--- src/rtl/imm_gen_pipe.sv ---
// Pipelined RV32I/RV64I immediate generator with a 2-entry skid buffer.
// Decodes the immediate format from the opcode, sign/zero-extends the
// immediate to XLEN, precomputes in_pc + imm and presents the result
// behind a valid/ready handshake whose in_ready is purely registered.
//
//   state | meaning
//   ------+-----------------------------------------------------
//   EMPTY | neither main nor skid holds an entry
//   ONE   | main holds the entry on the outputs, skid empty
//   FULL  | main and skid both hold entries, upstream stalled
module imm_gen_pipe #(
    parameter int XLEN   = 32,
    parameter int PC_REL = 1
) (
    input  logic            clk,
    input  logic            rst_n,
    input  logic            flush,
    input  logic            in_valid,
    output logic            in_ready,
    input  logic [31:0]     in_instr,
    input  logic [XLEN-1:0] in_pc,
    output logic            out_valid,
    input  logic            out_ready,
    output logic [XLEN-1:0] out_imm,
    output logic [2:0]      out_fmt,
    output logic            out_illegal,
    output logic [XLEN-1:0] out_target
);

    localparam bit RV64 = (XLEN == 64);

    localparam logic [2:0] FMT_R       = 3'd0;
    localparam logic [2:0] FMT_I       = 3'd1;
    localparam logic [2:0] FMT_S       = 3'd2;
    localparam logic [2:0] FMT_B       = 3'd3;
    localparam logic [2:0] FMT_U       = 3'd4;
    localparam logic [2:0] FMT_J       = 3'd5;
    localparam logic [2:0] FMT_SHIFT   = 3'd6;
    localparam logic [2:0] FMT_ILLEGAL = 3'd7;

    localparam logic [6:0] OP_LOAD     = 7'b0000011;
    localparam logic [6:0] OP_FENCE    = 7'b0001111;
    localparam logic [6:0] OP_IMM      = 7'b0010011;
    localparam logic [6:0] OP_AUIPC    = 7'b0010111;
    localparam logic [6:0] OP_IMM32    = 7'b0011011;
    localparam logic [6:0] OP_STORE    = 7'b0100011;
    localparam logic [6:0] OP_REG      = 7'b0110011;
    localparam logic [6:0] OP_LUI      = 7'b0110111;
    localparam logic [6:0] OP_REG32    = 7'b0111011;
    localparam logic [6:0] OP_BRANCH   = 7'b1100011;
    localparam logic [6:0] OP_JALR     = 7'b1100111;
    localparam logic [6:0] OP_JAL      = 7'b1101111;
    localparam logic [6:0] OP_SYSTEM   = 7'b1110011;

    typedef struct packed {
        logic [XLEN-1:0] imm;
        logic [2:0]      fmt;
        logic [XLEN-1:0] target;
    } entry_t;

    typedef enum logic [1:0] {
        EMPTY = 2'd0,
        ONE   = 2'd1,
        FULL  = 2'd2
    } state_t;

    state_t state, state_nxt;
    entry_t dec, main_q, skid_q;
    logic   accept, pop;
    logic   main_load_in, main_load_skid, skid_load;

    logic [6:0]         opcode;
    logic [2:0]         funct3;
    logic               is_shift;
    logic signed [11:0] imm_i;
    logic signed [11:0] imm_s;
    logic signed [12:0] imm_b;
    logic signed [31:0] imm_u;
    logic signed [20:0] imm_j;

    assign opcode   = in_instr[6:0];
    assign funct3   = in_instr[14:12];
    assign is_shift = (funct3 == 3'b001) || (funct3 == 3'b101);
    assign imm_i    = in_instr[31:20];
    assign imm_s    = {in_instr[31:25], in_instr[11:7]};
    assign imm_b    = {in_instr[31], in_instr[7], in_instr[30:25], in_instr[11:8], 1'b0};
    assign imm_u    = {in_instr[31:12], 12'b0};
    assign imm_j    = {in_instr[31], in_instr[19:12], in_instr[20], in_instr[30:21], 1'b0};

    // Combinational format decode and immediate extension of the offered instruction.
    always_comb begin
        dec.imm = '0;
        dec.fmt = FMT_ILLEGAL;
        case (opcode)
            OP_IMM: begin
                if (is_shift) begin
                    dec.fmt = FMT_SHIFT;
                    dec.imm = RV64 ? XLEN'(in_instr[25:20]) : XLEN'(in_instr[24:20]);
                end else begin
                    dec.fmt = FMT_I;
                    dec.imm = XLEN'(imm_i);
                end
            end
            OP_IMM32: begin
                // Word ops only exist on RV64; the shift amount is always 5 bits.
                if (RV64) begin
                    if (is_shift) begin
                        dec.fmt = FMT_SHIFT;
                        dec.imm = XLEN'(in_instr[24:20]);
                    end else begin
                        dec.fmt = FMT_I;
                        dec.imm = XLEN'(imm_i);
                    end
                end
            end
            OP_LOAD, OP_JALR, OP_FENCE: begin
                dec.fmt = FMT_I;
                dec.imm = XLEN'(imm_i);
            end
            OP_STORE: begin
                dec.fmt = FMT_S;
                dec.imm = XLEN'(imm_s);
            end
            OP_BRANCH: begin
                dec.fmt = FMT_B;
                dec.imm = XLEN'(imm_b);
            end
            OP_LUI, OP_AUIPC: begin
                dec.fmt = FMT_U;
                dec.imm = XLEN'(imm_u);
            end
            OP_JAL: begin
                dec.fmt = FMT_J;
                dec.imm = XLEN'(imm_j);
            end
            OP_REG, OP_SYSTEM: begin
                dec.fmt = FMT_R;
            end
            OP_REG32: begin
                if (RV64) begin
                    dec.fmt = FMT_R;
                end
            end
            default: begin
                dec.fmt = FMT_ILLEGAL;
            end
        endcase
        // Illegal and R formats carry imm = 0, so their target is simply in_pc.
        dec.target = (PC_REL != 0) ? (in_pc + dec.imm) : '0;
    end

    assign in_ready = (state != FULL);
    assign out_valid = (state != EMPTY);
    assign accept = in_valid && in_ready;
    assign pop = out_valid && out_ready;

    // State register for the main/skid occupancy.
    always_ff @(posedge clk or negedge rst_n) begin
        if (!rst_n) begin
            state <= EMPTY;
        end else begin
            state <= state_nxt;
        end
    end

    // Next-state and data-movement controls; flush wins over accept and pop.
    always_comb begin
        state_nxt      = state;
        main_load_in   = 1'b0;
        main_load_skid = 1'b0;
        skid_load      = 1'b0;
        if (flush) begin
            state_nxt = EMPTY;
        end else begin
            case (state)
                EMPTY: begin
                    if (accept) begin
                        state_nxt    = ONE;
                        main_load_in = 1'b1;
                    end
                end
                ONE: begin
                    if (accept && pop) begin
                        main_load_in = 1'b1;
                    end else if (accept) begin
                        state_nxt = FULL;
                        skid_load = 1'b1;
                    end else if (pop) begin
                        state_nxt = EMPTY;
                    end
                end
                FULL: begin
                    if (pop) begin
                        state_nxt      = ONE;
                        main_load_skid = 1'b1;
                    end
                end
                default: begin
                    state_nxt = EMPTY;
                end
            endcase
        end
    end

    // Data registers change only on a load so idle outputs hold their last value.
    always_ff @(posedge clk or negedge rst_n) begin
        if (!rst_n) begin
            main_q <= '0;
            skid_q <= '0;
        end else begin
            if (main_load_in) begin
                main_q <= dec;
            end else if (main_load_skid) begin
                main_q <= skid_q;
            end
            if (skid_load) begin
                skid_q <= dec;
            end
        end
    end

    assign out_imm     = main_q.imm;
    assign out_fmt     = main_q.fmt;
    assign out_target  = main_q.target;
    assign out_illegal = (main_q.fmt == FMT_ILLEGAL);

endmodule

--- config.mk ---
export PLATFORM = sky130hd
export DESIGN_NAME = imm_gen_pipe
export DESIGN_NICKNAME = d
export VERILOG_FILES = /design/src/rtl/imm_gen_pipe.sv
export SDC_FILE = /design/constraint.sdc
export NUM_CORES = 1
export LEC_CHECK = 0
export ABC_CLOCK_PERIOD_IN_PS = 2400
export CAP_MARGIN = 5
export CELL_PAD_IN_SITES_DETAIL_PLACEMENT = 1
export CELL_PAD_IN_SITES_GLOBAL_PLACEMENT = 2
export CORE_ASPECT_RATIO = 0.9
export CORE_MARGIN = 3
export CORE_UTILIZATION = 32
export DETAILED_ROUTE_END_ITERATION = 10
export GPL_ROUTABILITY_DRIVEN = 0
export GPL_TIMING_DRIVEN = 1
export PLACE_DENSITY_LB_ADDON = 0.1
export SYNTH_ARGS = -nofsm -noshare
export SYNTH_HDL_FRONTEND = slang
export SYNTH_SLANG_ARGS = --single-unit
export TNS_END_PERCENT = 1
--- constraint.sdc ---
create_clock -name clk -period 2.4 [get_ports clk]
set_input_delay 0.48 -clock clk [delete_from_list [all_inputs] [get_ports clk]]
set_output_delay 0.48 -clock clk [all_outputs]
set_load 0.03 [all_outputs]
==> flow_summary.toml <==
[synth]
syn-mean-instance-area_um2 = 8.855
synth-seq-cells = 136
synth_area_mm2 = 0.007669
yosys_warnings = 0
synth_top_area_share_pct = 44.38
synth_flop_cell = "dfrtp_1"
synth.distinct_cells = 65
syn-num-nets = 967
synthArstFlopShare_pct = 100.0
ys_top_cells_by_area = "dfrtp_1, nand2_1, a21oi_1"
yosysSeqAreaShare_pct = 44.38
synth_edf_count = 0
synthCells = 866
synth_top_area_cell = "dfrtp_1"

[finish]
final_common_cell = "buf_4"
antenna_cells = 0
syn2layout_area_growth_pct = 64.68
stdcell_count = 1517
final_layout_size_suffix_gt1_share_pct = 35.06
final_nets = 1303
nFillCells = 2622
mostFrequentLayoutCells = "buf_4, nand2_1, dfrtp_1"

[clocking]
cts.sinks = 136
clk_pin_slew_ps = 70
clock_latency_ps = 430
cts_tree = "done"
clk_path_buf_depth = 2
cts_root_buffer = "clkbuf_16"
h-tree-depth = 4
cts_made_buffers = 17

[drt]
wl_per_cell_um = 20.57
drc = 0
drt_iter0_drc = 471
wirelength_um = 31200
num_vias = 7771
firstDrtPassIters = 5
postRouteAntennaNets = 0
vias_per_cell = 5.123

[run]
cap_violations = 0

[worst_setup_path]
critPathRequiredTime_ps = 2710
r2r_end = "out_imm[10]"
cp.arrival_ps = 3880
ff2ff_path_depth = 7
path_class = "in2reg"
startpoint_type = "primary input"
r2r_start = "state[1]"
cp_max_fo = 5
cp-end-kind = "register"
rrSetupSlack_ps = 350

[placed_design]
dp.cells = 1465
io_buffers = 138
hpwl_um = 23050

[global_route]
antenna_found_initial = 0
gr-total-overflow = 0
track_usage_pct = 23.81
grt_pass1_vias = 8174
grt_max_degree = 54
grt_first_pass_wirelength_um = 47960

[pwr]
pwr-share-seq_pct = 36.5
internal_power_uw = 5423
powerDensity_mw_per_mm2 = 636.8
netSwitchingPower_uw = 2619
power.share.switching_pct = 32.57
peakVddDrop_uv = 440.6
combPwrFrac_pct = 28.5
power_leakage_uw = 0.005861
clockPowerShare_pct = 35.0

[sta]
maxSlewViolCount = 0
finClkSkew_ps = 12.81
slew_headroom_pct = 61.57
hold_viol_final = 0
tightest_slew_ps = 576.5
finalCritPeriodShare_pct = 148.6
setup_viol = 59
finalHoldWorstSlack_ps = 4.487
setup_slack_ps = -1167
fmax_mhz = 280.4
rsz0062_at_grt = "true"
min_period_ps = 3567

[min_path]
hold_class = "in2async"

[outcome]
outcome = "complete, but fails checks"
failed_checks = "setup timing"

[floorplanning]
rows = 53
die_w_um = 169.2
initial_utilization_pct = 32.67
die_h_um = 152.9
pin_count = 139
core_area_mm2 = 0.02348
die_area_mm2 = 0.02586
## logic make-up (layout without fill, tap and decap cells)
logic type	after synthesis	count (layout)	synth area share, %
and+or+nand+nor	296	297	17.60
muxes	23	23	3.377
buffers and inverters	76	424	3.883
adders and majority gates	32	32	5.319
xor gates and xnor gates	29	29	3.312
AOI/OAI and AO/OA	274	274	22.12
DFF	136	136	44.38
## through the flow
stage | setup TNS, ps | power (uW) | utilization [%] | setup WS, ps | instance area (um^2)
2_1_floorplan | -50160 | 4012 | - | -1236 | 7948
3_3_place_gp | -123230 | 5086 | 47.61 | -2091 | 11180
3_5_place_dp | -128760 | 5131 | 47.61 | -2133 | 11180
4_1_cts | -40790 | 8068 | 52.26 | -1093 | 12270
5_1_grt | -52710 | 8436 | 53.79 | -1312 | 12630
6_report | -43420 | 8042 | 53.79 | -1167 | 12630
## flip-flops by register name (all words and copies together), names as in the netlist
register    cells
out_fmt         3
out_target     32
out_imm        32
skid_q         67
state           2
## synthesized netlist by cell type, drive strengths merged (3+ instances only)
| cell | number |
|---|---|
| nand2b | 6 |
| ha | 31 |
| xor2 | 14 |
| o21a | 8 |
| a31oi | 14 |
| nor3 | 9 |
| nand2 | 165 |
| and3 | 22 |
| or3 | 3 |
| nor2 | 42 |
| o31ai | 5 |
| o21ai | 77 |
| clkbuf | 37 |
| and2 | 12 |
| nand4 | 6 |
| o211ai | 3 |
| dfrtp | 136 |
| a21oi | 82 |
| buf | 10 |
| nor2b | 12 |
| a22o | 5 |
| o21bai | 6 |
| a21o | 19 |
| nand3 | 6 |
| inv | 29 |
| o22ai | 6 |
| mux2 | 23 |
| or2 | 3 |
| xnor2 | 15 |
| a22oi | 26 |
## power by group through the flow
stage                     registers (uW)  clock network, uW  logic (uW)
final                               2940               2820        2290
after global routing                2990               2990        2460
after CTS                           2940               2880        2250
after detailed placement            2970                  0        2160
after global placement              2960                  0        2130
after floorplan                     3310                  0         700
## layout make-up
class / instances / area [um^2] / area share, %
clock inverters: 14 / 185.2 / 1.466
well taps: 302 / 377.9 / 2.992
inverters: 29 / 108.9 / 0.8620
repair buffers: 363 / 3243 / 25.68
multi-input cells: 655 / 4881 / 38.65
clock buffers: 18 / 429.2 / 3.398
flip-flops and latches: 136 / 3403 / 26.95
## timing repair
item | CTS | global route
hold buffers | 0 | 0
setup endpoints to repair | 82 | 60
endpoints found under the hold margin | 0 | 0
setup buffers | 12 | 7
cloned | 1 | 0
pin swaps | 39 | 27
resized for setup | 108 | 59
## how the worst max path moves through the flow
| stage | to | from | slack (ps) |
|---|---|---|---|
| 2_1_floorplan | skid_q[25] | in_instr[5] | -1240 |
| 3_3_place_gp | skid_q[26] | in_instr[3] | -2090 |
| 3_5_place_dp | skid_q[26] | in_instr[3] | -2130 |
| 4_1_cts | skid_q[25] | in_instr[5] | -1090 |
| 5_1_grt | skid_q[27] | in_instr[2] | -1310 |
| 6_report | skid_q[25] | in_instr[3] | -1170 |
## routing by layer
metal  vias to the layer above  share of wire [%]  GRT usage, %
met2                       150                 47         37.50
met1                      3865                 48         34.47
met5                         -                  0             0
met3                        32                3.4         3.543
met4                         0                1.8         5.997
li1                       3724                  -             -
## critical path: stages
cell	delay, ps
buf_2	150
and3b_1	220
o21ai_2	130
a221oi_2	90
or2_1	240
buf_4	140
and2_4	140
buf_6	130
a21oi_4	140
inv_2	60
ha_4	290
nand2_2	50
or3_1	340
a21o_1	190
a311oi_2	280
o22ai_2	170
o31ai_2	220
xnor2_1	130
mux2_4	280
Power figures use the tool's default switching activity.
